<file path="src/rtl/cpu_controller.sv">
// rtl/cpu_controller.sv - eight-phase fetch/execute sequencer for the 8-bit accumulator CPU
module cpu_controller (
    input  logic       clk,
    input  logic       rst_,
    input  logic [2:0] opcode,
    input  logic       zero,
    output logic [2:0] phase,
    output logic       sel,
    output logic       rd,
    output logic       ld_ir,
    output logic       inc_pc,
    output logic       halt,
    output logic       ld_pc,
    output logic       data_e,
    output logic       ld_ac,
    output logic       wr
);

    localparam logic [2:0] PH_INST_ADDR  = 3'd0;
    localparam logic [2:0] PH_INST_FETCH = 3'd1;
    localparam logic [2:0] PH_INST_LOAD  = 3'd2;
    localparam logic [2:0] PH_IDLE       = 3'd3;
    localparam logic [2:0] PH_OP_ADDR    = 3'd4;
    localparam logic [2:0] PH_OP_FETCH   = 3'd5;
    localparam logic [2:0] PH_ALU_OP     = 3'd6;
    localparam logic [2:0] PH_STORE      = 3'd7;

    localparam logic [2:0] OP_HLT = 3'b000;
    localparam logic [2:0] OP_SKZ = 3'b001;
    localparam logic [2:0] OP_ADD = 3'b010;
    localparam logic [2:0] OP_AND = 3'b011;
    localparam logic [2:0] OP_XOR = 3'b100;
    localparam logic [2:0] OP_LDA = 3'b101;
    localparam logic [2:0] OP_STO = 3'b110;
    localparam logic [2:0] OP_JMP = 3'b111;

    logic [2:0] phase_q;
    logic       halted;
    logic       is_aluop;
    logic       is_hlt;
    logic       is_skz;
    logic       is_jmp;
    logic       is_sto;

    assign is_aluop = (opcode == OP_ADD) || (opcode == OP_AND) ||
                      (opcode == OP_XOR) || (opcode == OP_LDA);
    assign is_hlt   = (opcode == OP_HLT);
    assign is_skz   = (opcode == OP_SKZ);
    assign is_jmp   = (opcode == OP_JMP);
    assign is_sto   = (opcode == OP_STO);

    // HLT freezes the counter in OP_ADDR; only reset leaves that state
    always_ff @(posedge clk or negedge rst_) begin
        if (!rst_) begin
            phase_q <= PH_INST_ADDR;
            halted  <= 1'b0;
        end else if (!halted) begin
            if ((phase_q == PH_OP_ADDR) && is_hlt) begin
                halted <= 1'b1;
            end else begin
                phase_q <= phase_q + 3'd1;
            end
        end
    end

    assign phase = phase_q;

    always_comb begin
        sel    = 1'b0;
        rd     = 1'b0;
        ld_ir  = 1'b0;
        inc_pc = 1'b0;
        halt   = 1'b0;
        ld_pc  = 1'b0;
        data_e = 1'b0;
        ld_ac  = 1'b0;
        wr     = 1'b0;
        if (halted) begin
            halt = 1'b1;
        end else begin
            case (phase_q)
                PH_INST_ADDR: begin
                    sel = 1'b1;
                end
                PH_INST_FETCH: begin
                    sel = 1'b1;
                    rd  = 1'b1;
                end
                PH_INST_LOAD, PH_IDLE: begin
                    sel   = 1'b1;
                    rd    = 1'b1;
                    ld_ir = 1'b1;
                end
                PH_OP_ADDR: begin
                    inc_pc = 1'b1;
                    halt   = is_hlt;
                end
                PH_OP_FETCH: begin
                    rd = is_aluop;
                end
                PH_ALU_OP: begin
                    rd     = is_aluop;
                    inc_pc = is_skz & zero;
                    ld_pc  = is_jmp;
                    data_e = is_sto;
                end
                PH_STORE: begin
                    rd     = is_aluop;
                    ld_ac  = is_aluop;
                    inc_pc = is_jmp;
                    ld_pc  = is_jmp;
                    data_e = is_sto;
                    wr     = is_sto;
                end
                default: begin
                    sel = 1'b0;
                end
            endcase
        end
    end

endmodule

</file>
<file path="config.mk">
export PLATFORM = sky130hd
export DESIGN_NAME = cpu_controller
export DESIGN_NICKNAME = d
export VERILOG_FILES = /design/src/rtl/cpu_controller.sv
export SDC_FILE = /design/constraint.sdc
export NUM_CORES = 1
export LEC_CHECK = 0
export CELL_PAD_IN_SITES_DETAIL_PLACEMENT = 0
export CELL_PAD_IN_SITES_GLOBAL_PLACEMENT = 2
export CORE_MARGIN = 3
export CORE_UTILIZATION = 21
export DETAILED_ROUTE_END_ITERATION = 16
export PLACE_DENSITY = 0.79
export SYNTH_ARGS = -nofsm -noshare
export SYNTH_HDL_FRONTEND = slang
export SYNTH_SLANG_ARGS = --single-unit
export TNS_END_PERCENT = 10
</file>
<file path="constraint.sdc">
create_clock -name clk -period 1.8 [get_ports clk]
set_input_delay 0.45 -clock clk [delete_from_list [all_inputs] [get_ports clk]]
set_output_delay 0.45 -clock clk [all_outputs]
set_load 0.1 [all_outputs]
</file>
==> flow_summary.json, run 1 <==
{
  "grt_overflow": 0,
  "fin_ws_ps": -322,
  "fp.dieW_um": 49.4,
  "dp_cells": 101,
  "fmax_mhz": 471,
  "place.gp.congestion": 0.750,
  "crit_fanout": 4,
  "muxShareOfSynthArea_pct": 3.80,
  "diodes": 0,
  "cts.sinks": 4,
  "synth_area_leader_cell": "dfrtp_1",
  "r2r-start": "phase[1]",
  "synthAdderAreaFrac_pct": 22.2,
  "violations": "negative setup slack",
  "core_area_mm2": 0.00175,
  "ys_types": 21,
  "drt_pass1_iterations": 1,
  "nNetsFinal": 94,
  "layoutNonFillerInstCount": 105,
  "synth_nets": 57,
  "synth_top_area_share_pct": 25.3,
  "routedWlPerCell_um": 11.5,
  "final_common_cell": "buf_4",
  "synth_area_per_cell_um2": 8.99,
  "grt.total_usage_pct": 11.5,
  "crit_start": "phase[1]",
  "synth_area_leaders": "dfrtp_1 (25%), ha_1 (22%), a21oi_1 (8.9%)",
  "vias": 455,
  "dieArea_mm2": 0.00244,
  "route.detailed.drc": 0,
  "grt_pass1_vias": 522,
  "synth_xor_area_share_pct": 4.43,
  "grt_pass1_wl_um": 2150,
  "slew_violations": 0,
  "r2r_slack_ps": 110,
  "pin_count": 18,
  "max_slew_margin_pct": 83.1,
  "clk_pin_slew_ps": 40,
  "clock_latency_ps": 240,
  "min_period_over_period_pct": 118,
  "crit_arrival_ps": 1670,
  "worst-r2r-cell-count": 7,
  "synth_top_family_by_area": "simple AND/OR/NAND/NOR gates",
  "synth-compound-area-share_pct": 14.9,
  "synth_seq_area_share_pct": 25.3,
  "wl_um": 1210,
  "tightest_slew_ps": 254,
  "antenna_found_initial": 0,
  "endpoint_kind": "primary output",
  "synthToLayoutAreaGrowth_pct": 163,
  "htree_num_levels": 1,
  "hpwlAfterDp_um": 1070,
  "clockBufferDepth": 2,
  "path_class": "reg -> out",
  "drt_iter0_markers": 0,
  "cts_setup_buffers": 0,
  "hold_viol": 0,
  "synthSimpleGateAreaFrac_pct": 24.4,
  "drive_above_1_share_pct": 80.0,
  "reg2reg_to": "phase[1]",
  "start_util_pct": 22.7,
  "hp-class": "in -> async",
  "grt_max_degree": 7,
  "ys.warnings.count": 0,
  "syn_area_um2": 395,
  "mostFrequentLayoutCells": "buf_4 (16), buf_12 (12), a21oi_2 (4), ha_2 (4)",
  "postRouteAntennaNets": 0,
  "setup_violations": 9,
  "fp.dieH_um": 49.4,
  "start_kind": "flip-flop",
  "cp_data_required_time_ps": 1350,
  "via_per_inst": 4.33,
  "fin_util_pct": 59.6,
  "cap_violations": 0,
  "cts_made_buffers": 3,
  "rsz0062_at_grt": "true",
  "netlist_instances": 44,
  "tritoncts": "done",
  "numPortBuffers": 17,
  "synth_seq_cells": 4,
  "rows": 15,
  "status": "complete, but fails checks",
  "cts-root-buf": "clkbuf_4",
  "finClkSkew_ps": 5.65,
  "fin_crit_ps": 2120
}
-- critical path: stages (launching register included) --
cell and delay [ps]:
dfrtp_4 520, ha_4 170, or2_4 260, a21oi_4 190
o32ai_4 110, buf_12 180
-- area by class of cell --
| cell class | count | area, um2 |
|---|---|---|
| sequential | 4 | 111 |
| tap | 25 | 31.3 |
| multi-input combinational | 35 | 448 |
| inverter | 4 | 20.0 |
| timing repair buffer | 33 | 404 |
| clock buffer | 4 | 26.3 |
| fill | 145 | 704 |
-- metrics by stage --
step | instance area (um2) | TNS [ps] | hold slack, ps | setup slack (ps)
global placement | 996 | -2760 | 659 | -444
finish | 1040 | -1960 | 407 | -322
floorplan | 559 | -4530 | 154 | -597
global route | 1040 | -2580 | 411 | -368
CTS | 1040 | -2190 | 402 | -353
detailed placement | 996 | -2870 | 661 | -480
-- layer usage --
| metal | global-route usage, % | routed length, um |
|---|---|---|
| met5 | 0 | 0 |
| met2 | 20.5 | 637 |
| met1 | 12.2 | 471 |
| met3 | 2.75 | 78 |
| met4 | 6.45 | 18 |
-- worst max path at each step --
stage	to	depth (start not counted)
after floorplan	rd	5
after global placement	rd	5
after detailed placement	rd	5
after CTS	rd	5
after global routing	rd	5
final	rd	5
-- what timing repair did --
item | in CTS | in global routing
hold buffers | 0 | 0
setup endpoints to repair | 9 | 10
resized for setup | 12 | 3
pin swaps | 2 | 2
endpoints found under the hold margin | 0 | 0
-- Yosys cell counts --
library cell	instances
a21oi_2	1
nor3b_2	1
nand4_1	2
a31oi_1	1
or3_1	1
nor3_1	1
nand3b_1	1
ha_1	7
buf_2	1
dfrtp_1	4
nor2b_1	1
inv_1	4
xnor2_1	2
a21oi_1	7
o32ai_1	1
mux2_4	1
nor2_1	1
or2_2	1
nor3b_1	3
nand2b_1	1
nand2_1	2
-- registers in the layout, summed over array words and instances, names as in the netlist --
name and count:
halted 1, phase 3
-- cell families (layout without fill, tap and decap cells) --
logic type / count (synthesis) / count (layout)
AO/OA/AOI/OAI: 10 / 10
XOR/XNOR: 2 / 2
adder cells (fa/ha/maj): 7 / 7
buffers and inverters: 5 / 41
flip-flops: 4 / 4
multiplexers: 1 / 1
AND/OR/NAND/NOR: 15 / 15
Power of run 1 is left out: the tool's default activity adds up to more than one toggle a clock period on the data nets, which glitch-free logic cannot reach.
==> run 2, diff against run 1 <==
==> config.mk (replaced) <==
export PLATFORM = sky130hd
export DESIGN_NAME = cpu_controller
export DESIGN_NICKNAME = d
export VERILOG_FILES = /design/src/rtl/cpu_controller.sv
export SDC_FILE = /design/constraint.sdc
export NUM_CORES = 1
export LEC_CHECK = 0
export CORE_AREA = 3 3 40 42
export DETAILED_ROUTE_END_ITERATION = 16
export DIE_AREA = 0 0 43 45
export PLACE_DENSITY = 0.67
export SYNTH_ARGS = -nofsm -noshare
export SYNTH_HDL_FRONTEND = slang
export SYNTH_SLANG_ARGS = --single-unit
export TNS_END_PERCENT = 10
==> run 2 against run 1 <==
Against the previous run:
- the run still ends with negative setup slack left
- utilization rose by 24 points
- clock skew rose by 5.2 ps
- sequential share of layout area fell by 0.32 points
- first-iteration DRC count rose by 1
- cell count fell by 7.6%
- critical path depth did not move
- worst setup slack got worse by 37 ps
==> flow_summary.json, run 2 (synthesis results as in run 1) <==
{
  "status": "complete, but fails checks",
  "violations": "negative setup slack",
  "clock_latency_ps": 240,
  "fin_ws_ps": -359,
  "vias": 479,
  "critPathSlowestCell": "dfrtp_4",
  "tightest_slew_ps": 246,
  "crit_family": "flip-flops",
  "drt_iter0_markers": 1,
  "cts-root-buf": "clkbuf_4",
  "tritoncts": "done",
  "final_common_cell": "buf_4",
  "met2_usage_pct": 26.0,
  "drive_above_1_share_pct": 78.0,
  "layoutNonFillerInstCount": 97,
  "drt_pass1_iterations": 2,
  "rows": 13,
  "place.gp.congestion": 0.733,
  "crit_fanout": 4,
  "start_kind": "flip-flop",
  "numPortBuffers": 17,
  "slew_violations": 0,
  "route.detailed.drc": 0,
  "hpwlAfterDp_um": 1040,
  "grt_overflow": 0,
  "htree_num_levels": 1,
  "core_area_mm2": 0.00128,
  "cts.sinks": 4,
  "fmax_mhz": 463,
  "antenna_found_initial": 0,
  "pin_count": 18,
  "grt_max_degree": 6,
  "hold_viol": 0,
  "finClkSkew_ps": 10.8,
  "fin_tns_setup_ps": -2550,
  "largest_reg_flops": 3,
  "fp.dieW_um": 43,
  "clk_pin_slew_ps": 40,
  "use_met1_pct": 14.6,
  "design_area_mm2": 0.00107,
  "endpoint_kind": "primary output",
  "grt.total_usage_pct": 14.2,
  "path_buf_inv": 2,
  "cp_data_required_time_ps": 1350,
  "setup_violations": 9,
  "start_util_pct": 30.8,
  "clockBufferDepth": 2,
  "cap_violations": 0,
  "rsz0062_at_grt": "true",
  "wl_um": 1270,
  "mostFrequentLayoutCells": "buf_4 (18), buf_12 (12), a21oi_4 (4), ha_4 (4)",
  "fin_crit_ps": 2160,
  "dieArea_mm2": 0.00194,
  "min_period_over_period_pct": 120,
  "hp-class": "in -> async",
  "holdWs_ps": 400,
  "grt_pass1_vias": 492,
  "grt_most_used_layer": "met2",
  "dp_cells": 92,
  "via_per_inst": 4.94,
  "postRouteAntennaNets": 0,
  "fp.dieH_um": 45,
  "crit_arrival_ps": 1710,
  "routedWlPerCell_um": 13.1,
  "diodes": 0,
  "crit_start": "phase[0]",
  "max_slew_margin_pct": 83.5,
  "path_class": "reg -> out",
  "nNetsFinal": 96,
  "met3_usage_pct": 4.38,
  "cts_made_buffers": 3,
  "path_cells": "inv_4, ha_1, or3_4, o32ai_4, buf_12",
  "placed_cell_area_um2": 991,
  "r2r-start": "phase[1]",
  "cpPeakStageDelay_ps": 450,
  "synthToLayoutAreaGrowth_pct": 172,
  "grt_pass1_wl_um": 2010
}
run 2: final timing paths:
path,end,slack [ps],depth (start not counted)
worst min-delay path,phase[2],400,1
worst min register to register,phase[2],690,2
worst max-delay path,rd,-360,5
min in group clk,phase[2],690,2
max in group asynchronous,phase[1],1210,1
worst max register to register,phase[1],140,7
run 2: final cells by class:
cell class,count,area (um2)
clock buffers,4,26.3
fillers,73,211
inverters,4,20.0
multi-input cells,35,475
flip-flops and latches,4,111
well taps,15,18.8
repair buffers,35,422
run 2: per-layer routing:
| layer | vias up | share of wire, % |
|---|---|---|
| li1 | 234 | - |
| met1 | 222 | 38 |
| met2 | 21 | 54 |
| met3 | 2 | 6.8 |
| met4 | 0 | 1.5 |
| met5 | - | 0 |
run 2: worst register-to-register path, cell delays in order, from the launching register on:
cell and delay (ps):
dfrtp_4 460, inv_4 50, buf_4 120, ha_2 160, nor2b_4 120, a21oi_2 170, buf_4 150, mux2_4 290
run 2: what timing repair did:
item,4_1_cts,5_1_grt
hold endpoints to repair,0,0
pin swaps,3,2
resized for setup,8,7
hold buffers,0,0
endpoints found under the setup margin,9,9
buffers inserted,1,0
run 2: stage by stage:
step | setup slack, ps | util, %
final | -359 | 83.5
after global routing | -417 | 83.5
after CTS | -364 | 81.6
after detailed placement | -470 | 77.1
after global placement | -440 | 77.1
after floorplan | -597 | -
Power of run 2 is left out for the same reason.
==> run 3, diff against run 2 <==
--- a/config.mk
+++ b/config.mk
@@ -5,6 +5,7 @@
 export SDC_FILE = /design/constraint.sdc
 export NUM_CORES = 1
 export LEC_CHECK = 0
+export ABC_CLOCK_PERIOD_IN_PS = 1800
 export CORE_AREA = 3 3 40 42
 export DETAILED_ROUTE_END_ITERATION = 16
 export DIE_AREA = 0 0 43 45
==> constraint.sdc (replaced) <==
create_clock -name clk -period 1.8 [get_ports clk]
set_input_delay 0.45 -clock clk [delete_from_list [all_inputs] [get_ports clk]]
set_output_delay 0.45 -clock clk [all_outputs]
set_load 0.01 [all_outputs]
==> run 3 against run 2 <==
Against the previous run:
- the run still ends with negative setup slack left
- cell area shrank 23%
- die area unchanged
- non-clock buffer count increased by 4
- critical endpoint unchanged
- highest routed layer is now met3
- utilization fell by 20 points
==> flow_summary.json, run 3 (synthesis results as in run 1) <==
{
  "cts-root-buf": "clkbuf_4",
  "grt_pass1_wl_um": 2010,
  "grt_max_degree": 6,
  "dp_cells": 92,
  "finClkSkew_ps": 0.553,
  "placed_cell_area_um2": 707,
  "crit_fanout": 4,
  "hold_viol": 0,
  "drt_iter0_markers": 0,
  "violations": "negative setup slack",
  "cellLeakagePower_nw": 0.383,
  "dieArea_mm2": 0.00194,
  "hp-class": "in -> async",
  "synthToLayoutAreaGrowth_pct": 108,
  "fin_ws_ps": -181,
  "place.gp.congestion": 0.764,
  "hpwlAfterDp_um": 876,
  "powerDensity_mw_per_mm2": 1760,
  "fp.dieW_um": 43,
  "design_area_um2": 822,
  "cts.sinks": 4,
  "postRouteAntennaNets": 0,
  "drt_pass1_iterations": 1,
  "largest_reg_flops": 3,
  "numPortBuffers": 17,
  "clock_latency_ps": 230,
  "cts_made_buffers": 3,
  "path_class": "reg -> out",
  "holdWs_ps": 419,
  "final_common_cell": "buf_4",
  "fin_crit_ps": 1980,
  "grt.total_usage_pct": 13.8,
  "htree_num_levels": 1,
  "route.detailed.drc": 0,
  "vias": 466,
  "via_per_inst": 4.66,
  "wl_um": 1230,
  "clockBufferDepth": 2,
  "fp.dieH_um": 45,
  "start_util_pct": 30.8,
  "clk_pin_slew_ps": 30,
  "fin_tns_setup_ps": -1090,
  "setup_violations": 9,
  "rows": 13,
  "start_kind": "flip-flop",
  "rsz0062_at_grt": "true",
  "cap_violations": 0,
  "drive_above_1_share_pct": 67.1,
  "grt_pass1_vias": 491,
  "endpoint_kind": "primary output",
  "pin_count": 18,
  "crit_arrival_ps": 1530,
  "fmax_mhz": 505,
  "grt_overflow": 0,
  "max_slew_margin_pct": 84.4,
  "routedWlPerCell_um": 12.3,
  "mostFrequentLayoutCells": "buf_4 (24), buf_2 (9), a21oi_2 (4), ha_4 (4)",
  "status": "complete, but fails checks",
  "vdd_drop_max_mv": 0.887,
  "diodes": 0,
  "layoutNonFillerInstCount": 100,
  "tightest_slew_ps": 234,
  "ctsHoldBuffers": 0,
  "nNetsFinal": 100,
  "core_area_mm2": 0.00128,
  "antenna_found_initial": 0,
  "tritoncts": "done",
  "place_ws_ps": -762,
  "cp_data_required_time_ps": 1350,
  "fin_util_pct": 64.0,
  "slew_violations": 0,
  "power.total_mw": 1.44,
  "min_period_over_period_pct": 110
}
==> run 3: cell count changes in the layout (fill, tap and decap cells not counted), moves of 3 or more <==
cell	before	now
nor3b_4	3	0
a21oi_4	4	1
buf_4	18	24
buf_2	0	9
buf_12	12	0
dfrtp_4	3	0
==> run 3: critical path, stage by stage (launching register included) <==
cell	delay [ps]
dfrtp_1	410
inv_2	80
ha_2	190
or2_4	250
a21oi_2	150
o32ai_2	90
buf_2	140
==> run 3: area by class of cell <==
class                   count  area [um2]
repair buffers             39         284
flip-flops and latches      4         101
inverters                   4        15.0
clock buffers               3        22.5
well taps                  15        18.8
fillers                   109         463
multi-input cells          35         380
==> run 3: routing by layer <==
layer	vias to the layer above	global-route usage, %	part of all wire [%]
met3	0	0	2.3
met4	0	7.23	0
met1	220	15.9	43
met2	6	26.3	55
li1	240	-	-
met5	-	0	0
==> run 3: path summary, 6_finish.rpt <==
path                                from  slack [ps]  endpoint  cells after the start
max in group asynchronous           rst_        1210  phase[2]                      1
worst min-delay path                rst_         420  phase[0]                      1
worst max-delay path            phase[0]        -180        rd                      6
worst min register to register    halted         640  phase[2]                      2
min in group clk                  halted         640  phase[2]                      2
worst max register to register  phase[0]         210  phase[1]                      7
==> run 3: where the power goes <==
part,internal [mW],switching (mW)
logic,0.652,0.482
registers,0.141,0.0646
clock network,0.0742,0.0311
total,0.867,0.578
==> run 3: timing repair <==
item,in CTS,in global routing
resized for setup,63,4
pin swaps,4,0
gates cloned,0,0
endpoints found under the hold margin,0,0
buffers inserted,5,0
setup endpoints to repair,9,10
No activity file was read; power rests on OpenSTA's default activity.
